[config.mk]
export PLATFORM = sky130hd
export DESIGN_NAME = numbers_hit_controller
export DESIGN_NICKNAME = d
export VERILOG_FILES = /design/src/rtl/numbers_pkg.sv /design/src/rtl/numbers_hit_controller_lfsr16.sv /design/src/rtl/numbers_hit_controller.sv
export SDC_FILE = /design/constraint.sdc
export NUM_CORES = 1
export LEC_CHECK = 0
export BUFFER_PORTS_ARGS = -buffer_cell sky130_fd_sc_hd__buf_2
export CAP_MARGIN = 25
export CORE_ASPECT_RATIO = 1.5
export CORE_MARGIN = 2
export CORE_UTILIZATION = 60
export DETAILED_ROUTE_END_ITERATION = 10
export PLACE_DENSITY = 0.83
export REMOVE_ABC_BUFFERS = 1
export SLEW_MARGIN = 20
export SYNTH_ARGS = -nofsm -noshare
export SYNTH_HDL_FRONTEND = slang
export SYNTH_SLANG_ARGS = --single-unit
[constraint.sdc]
create_clock -name clk -period 6.47 [get_ports clk]
set_input_delay 0.9705 -clock clk [delete_from_list [all_inputs] [get_ports clk]]
set_output_delay 0.9705 -clock clk [all_outputs]
set_load 0.02 [all_outputs]
[src/rtl/numbers_pkg.sv]
// Shared types and constants for the numbers hit/score control path.
package numbers_pkg;

  typedef enum logic [1:0] {
    COLLECT,
    RESOLVE,
    ADD,
    DONE
  } hit_state_t;

  typedef logic [3:0] digit_t;

  // Feedback taps 16,14,13,11 expressed as bit positions 15,13,12,10.
  localparam logic [15:0] LFSR_TAPS  = 16'hB400;
  localparam int          BCD_DIGITS = 4;
  localparam logic [15:0] SCORE_MAX  = 16'h9999;

  // Folds a raw nibble into 0-9; values 10-15 wrap to 0-5.
  function automatic digit_t lfsr_digit(input logic [3:0] raw);
    return (raw > 4'd9) ? digit_t'(raw - 4'd10) : raw;
  endfunction

endpackage

[src/rtl/numbers_hit_controller_lfsr16.sv]
// Free-running 16-bit Fibonacci LFSR; advances every clock, reusable by other game logic.
module lfsr16
  import numbers_pkg::*;
#(
  parameter logic [15:0] SEED = 16'hACE1
) (
  input  logic        clk,
  input  logic        resetN,
  output logic [15:0] state
);

  always_ff @(posedge clk or negedge resetN) begin
    if (!resetN) state <= SEED;
    else         state <= {state[14:0], ^(state & LFSR_TAPS)};
  end

endmodule

[src/rtl/numbers_hit_controller.sv]
// Per-frame sprite/number hit resolution, digit replacement and saturating BCD score.
//
// state   | meaning
// COLLECT | accumulate collision flags, wait for start of frame
// RESOLVE | pick lowest snapshot hit, pulse it, reload its digit
// ADD     | ripple the hit digit into the score, one BCD digit per cycle
// DONE    | commit (or saturate) the score, honour a pending frame
module numbers_hit_controller
  import numbers_pkg::*;
#(
  parameter int          NUMBERS   = 3,
  parameter logic [15:0] LFSR_SEED = 16'hACE1
) (
  input  logic                   clk,
  input  logic                   resetN,
  input  logic                   startOfFrame,
  input  logic                   playerDR,
  input  logic [NUMBERS-1:0]     numbersDR,
  input  logic [NUMBERS-1:0]     showNum,
  output logic [NUMBERS-1:0]     singleHit,
  output logic [NUMBERS*4-1:0]   numbersToShow,
  output logic                   hitValid,
  output digit_t                 hitValue,
  output logic [15:0]            score
);

  logic [15:0]        lfsr;
  logic [NUMBERS-1:0] coll;
  logic [NUMBERS-1:0] flags;
  logic [NUMBERS-1:0] snap;
  logic [NUMBERS-1:0] pick;
  hit_state_t         state;
  logic               pending;
  logic               carry;
  logic [1:0]         digit_cnt;
  logic [15:0]        acc;
  digit_t             addend;
  digit_t             hit_digit;
  logic [4:0]         digit_sum;

  lfsr16 #(.SEED(LFSR_SEED)) u_lfsr (
    .clk    (clk),
    .resetN (resetN),
    .state  (lfsr)
  );

  assign coll = {NUMBERS{playerDR}} & numbersDR & showNum;
  assign pick = snap & (~snap + NUMBERS'(1));

  always_comb begin
    hit_digit = '0;
    for (int i = 0; i < NUMBERS; i++)
      if (pick[i]) hit_digit = numbersToShow[i*4 +: 4];
  end

  // acc rotates right each ADD cycle, so the active digit is always acc[3:0].
  assign addend    = (digit_cnt == 2'd0) ? hitValue : '0;
  assign digit_sum = {1'b0, acc[3:0]} + {1'b0, addend} + {4'd0, carry};

  always_ff @(posedge clk or negedge resetN) begin
    if (!resetN) begin
      flags <= '0;
      snap  <= '0;
    end else if (startOfFrame) begin
      snap  <= flags;
      flags <= coll;
    end else begin
      flags <= flags | coll;
    end
  end

  always_ff @(posedge clk or negedge resetN) begin
    if (!resetN) begin
      state     <= COLLECT;
      pending   <= 1'b0;
      carry     <= 1'b0;
      digit_cnt <= '0;
      acc       <= '0;
      score     <= '0;
      singleHit <= '0;
      hitValid  <= 1'b0;
      hitValue  <= '0;
      for (int i = 0; i < NUMBERS; i++)
        numbersToShow[i*4 +: 4] <= digit_t'((i + 1) % 10);
    end else begin
      singleHit <= '0;
      hitValid  <= 1'b0;
      case (state)
        COLLECT: if (startOfFrame) state <= RESOLVE;
        RESOLVE: begin
          if (snap != '0) begin
            singleHit <= pick;
            hitValid  <= 1'b1;
            hitValue  <= hit_digit;
            for (int i = 0; i < NUMBERS; i++)
              if (pick[i]) numbersToShow[i*4 +: 4] <= lfsr_digit(lfsr[3:0]);
            acc       <= score;
            carry     <= 1'b0;
            digit_cnt <= '0;
            if (startOfFrame) pending <= 1'b1;
            state     <= ADD;
          end else begin
            state <= startOfFrame ? RESOLVE : COLLECT;
          end
        end
        ADD: begin
          acc       <= {(digit_sum > 5'd9) ? digit_t'(digit_sum - 5'd10) : digit_sum[3:0],
                        acc[15:4]};
          carry     <= (digit_sum > 5'd9);
          digit_cnt <= digit_cnt + 2'd1;
          if (startOfFrame) pending <= 1'b1;
          if (digit_cnt == 2'(BCD_DIGITS - 1)) state <= DONE;
        end
        DONE: begin
          score   <= carry ? SCORE_MAX : acc;
          pending <= 1'b0;
          state   <= (pending || startOfFrame) ? RESOLVE : COLLECT;
        end
        default: state <= COLLECT;
      endcase
    end
  end

endmodule

==> results.ini <==
[run_status]
status = finished, final reports clean

[setup_path]
cpMaxStageDelayCell = fa_1
crit_fanout = 4
max_stage_delay_ps = 450
cp-startpoint = digit_cnt[0]
start_kind = flip-flop
crit_chain = inv_1 > ha_1 > and2_1 > fa_1 > fa_1 > xor2_2 > inv_1 > ha_1 > nor2b_1 > a2111o_1 > and2_4 > o311ai_4
r2r_start = digit_cnt[0]
path_buf_inv = 2
crit_family = adder cells
cp-end-kind = flip-flop
cp.required_ps = 6730
worstSetupPathType = reg -> reg
crit_arrival_ps = 3490

[finish]
n_antenna_cell = 0
multi_input_area_sq_um = 1290
nFillCells = 423
area_growth_pct = 14.4
nets = 402
seq_area_sq_um = 2020
drive_above_1_share = 0.204

[pwr]
max-vdd-ir-drop_mv = 0.203
leakage_uw = 0.00194
p_per_area_nw_per_um2 = 429

[logic_synthesis]
syn_area_sq_um = 3420
synth.distinct_cells = 39
synth-seq-area-share = 0.589
synth_top_area_cell = dfrtp_1
yosys_warnings = 0
synthTopCellsByArea = dfrtp_1 (50%), dfstp_2 (9.2%), nand2_1 (7.3%)
synth_top_area_frac = 0.497
synth-seq-cells = 80
synthCells = 338
synth_area_per_cell_sq_um = 10.1

[floorplan]
dieArea_sq_um = 6340
fp-row-count = 33
initial_core_util = 0.623
core_sq_um = 5490
die_y_um = 96.5
die_x_um = 65.7
ios = 46

[routing]
drc = 0
num_vias = 2548
drt_first_pass_iters = 5
drt_iter0_drc = 232
viasPerCell = 5.56
routedWlPerCell_um = 14.7
final_antenna_net_count = 0
finalWirelength_um = 6730

[cts]
clock_latency_ps = 350
cts.repair.resized = 0
hold_buffers = 0
clock_path_buffers = 2
cts.sinks = 80
post-cts-setup-buffer-count = 0
tritoncts = done
cts_made_buffers = 9
clk_pin_slew_ps = 70
htreeDepth = 3
cts_root_buffer = clkbuf_8

[grt]
overflow = 0
grt_max_degree = 81
grt_pass1_wl_um = 11000
grt_pass1_vias = 2373
grt_usage = 0.234
antenna_found_initial = 0

[timing]
timing.fmax_ghz = 0.309
period_share = 0.500
fin_crit_ps = 3240
finalHoldViolCount = 0
finalSetupViolCount = 0
grt_setup_unrepaired = no
tns_ps = 0
slew_headroom = 0.616
tightest_slew_ps = 576
whs_ps = 353
finClkSkew_ps = 8.07
slew_violations = 0

[run]
cap_viol_max_count = 0

[hold_path]
min_from = u_lfsr.state[9]
worstHoldPathType = reg -> reg

[place]
dpl.hpwl_um = 4400
routabilityCongestion = 0.796
io_buffers = 45

kinds of logic (layout without fill, tap and decap cells):
group	after synthesis	after routing	share of synthesized area
and+or+nand+nor	132	132	0.167
adders and majority gates	9	9	0.0373
DFF	80	80	0.589
xor gates and xnor gates	4	4	0.0124
muxes	8	8	0.0256
buffers and inverters	29	79	0.0336
AOI/OAI and AO/OA	76	76	0.135
flip-flops by register name (all words and copies together), names as in the netlist, named ones only:
signal / flops
singleHit: 3
snap: 3
numbersToShow: 12
acc: 16
flags: 3
u_lfsr.state: 16
hitValid: 1
score: 16
carry: 1
pending: 1
hitValue: 4
digit_cnt: 2
state: 1
area by class of cell:
cell class | count | area share
well taps | 70 | 0.0224
multi-input cells | 229 | 0.329
inverters | 14 | 0.0134
repair buffers | 49 | 0.0729
flip-flops and latches | 80 | 0.515
clock buffers | 13 | 0.0355
clock inverters | 3 | 0.0112
metrics by stage:
stage                      util  total power, uW  worst slack, ps  instances  cell area, sq um
after floorplan               -             1150             3430        323              3360
after detailed placement  0.672             1330             3260        440              3690
after global placement    0.672             1300             3350        440              3690
after global routing      0.713             1800             3110        458              3920
after CTS                 0.705             1680             3240        456              3870
final                     0.713             1680             3230        458              3920
worst paths after layout:
kind / to / slack, ps / cells after the start
max: acc[14] / 3230 / 12
min: u_lfsr.state[10] / 350 / 0
max reg2reg: acc[14] / 3230 / 12
min reg2reg: u_lfsr.state[10] / 350 / 0
max in group asynchronous: numbersToShow[5] / 5320 / 2
min in group asynchronous: score[7] / 530 / 1
cell usage in the layout, fill, tap and decap left out, types with 10 or more instances in the layout:
master	n
dfrtp_1	68
nand2_1	67
buf_2	44
nor2_1	31
o21ai_1	23
a31oi_1	14
inv_1	13
o21ai_0	13
dfstp_2	12
nand2b_1	10
power breakdown:
| group | leakage [uW] | internal (uW) | switching, uW |
|---|---|---|---|
| logic | 0.000846 | 239 | 359 |
| registers | 0.00100 | 625 | 112 |
| clock network | 0.0000916 | 179 | 168 |
Yosys cell counts:
cell type / number
dfrtp_1: 68
a2bb2oi_1: 1
inv_2: 1
nand2_1: 67
ha_1: 7
xnor2_1: 2
a2111o_1: 1
o22ai_1: 3
o311ai_4: 1
o21a_1: 3
and3_1: 1
clkbuf_1: 10
a21o_1: 3
nor4_1: 1
a22oi_1: 4
o21ai_0: 13
and2_4: 1
or2_1: 1
nand4_1: 1
nor2b_1: 4
nor2_1: 31
a31oi_1: 14
mux2i_1: 2
mux2_1: 4
fa_1: 2
nand2b_1: 10
o31ai_1: 1
buf_2: 5
mux2_2: 2
inv_1: 13
nand3_1: 9
nor3_1: 1
xor2_2: 1
xor2_1: 1
dfstp_2: 12
nand3b_1: 1
a21oi_1: 9
and2_1: 4
o21ai_1: 23
layer usage:
metal	track usage	wire length (um)	vias up
met2	0.393	3500	74
met5	0	0	-
met3	0.0545	315	12
met4	0.0990	123	0
met1	0.289	2780	1247
li1	-	-	1215
No activity file was read; power rests on OpenSTA's default activity.
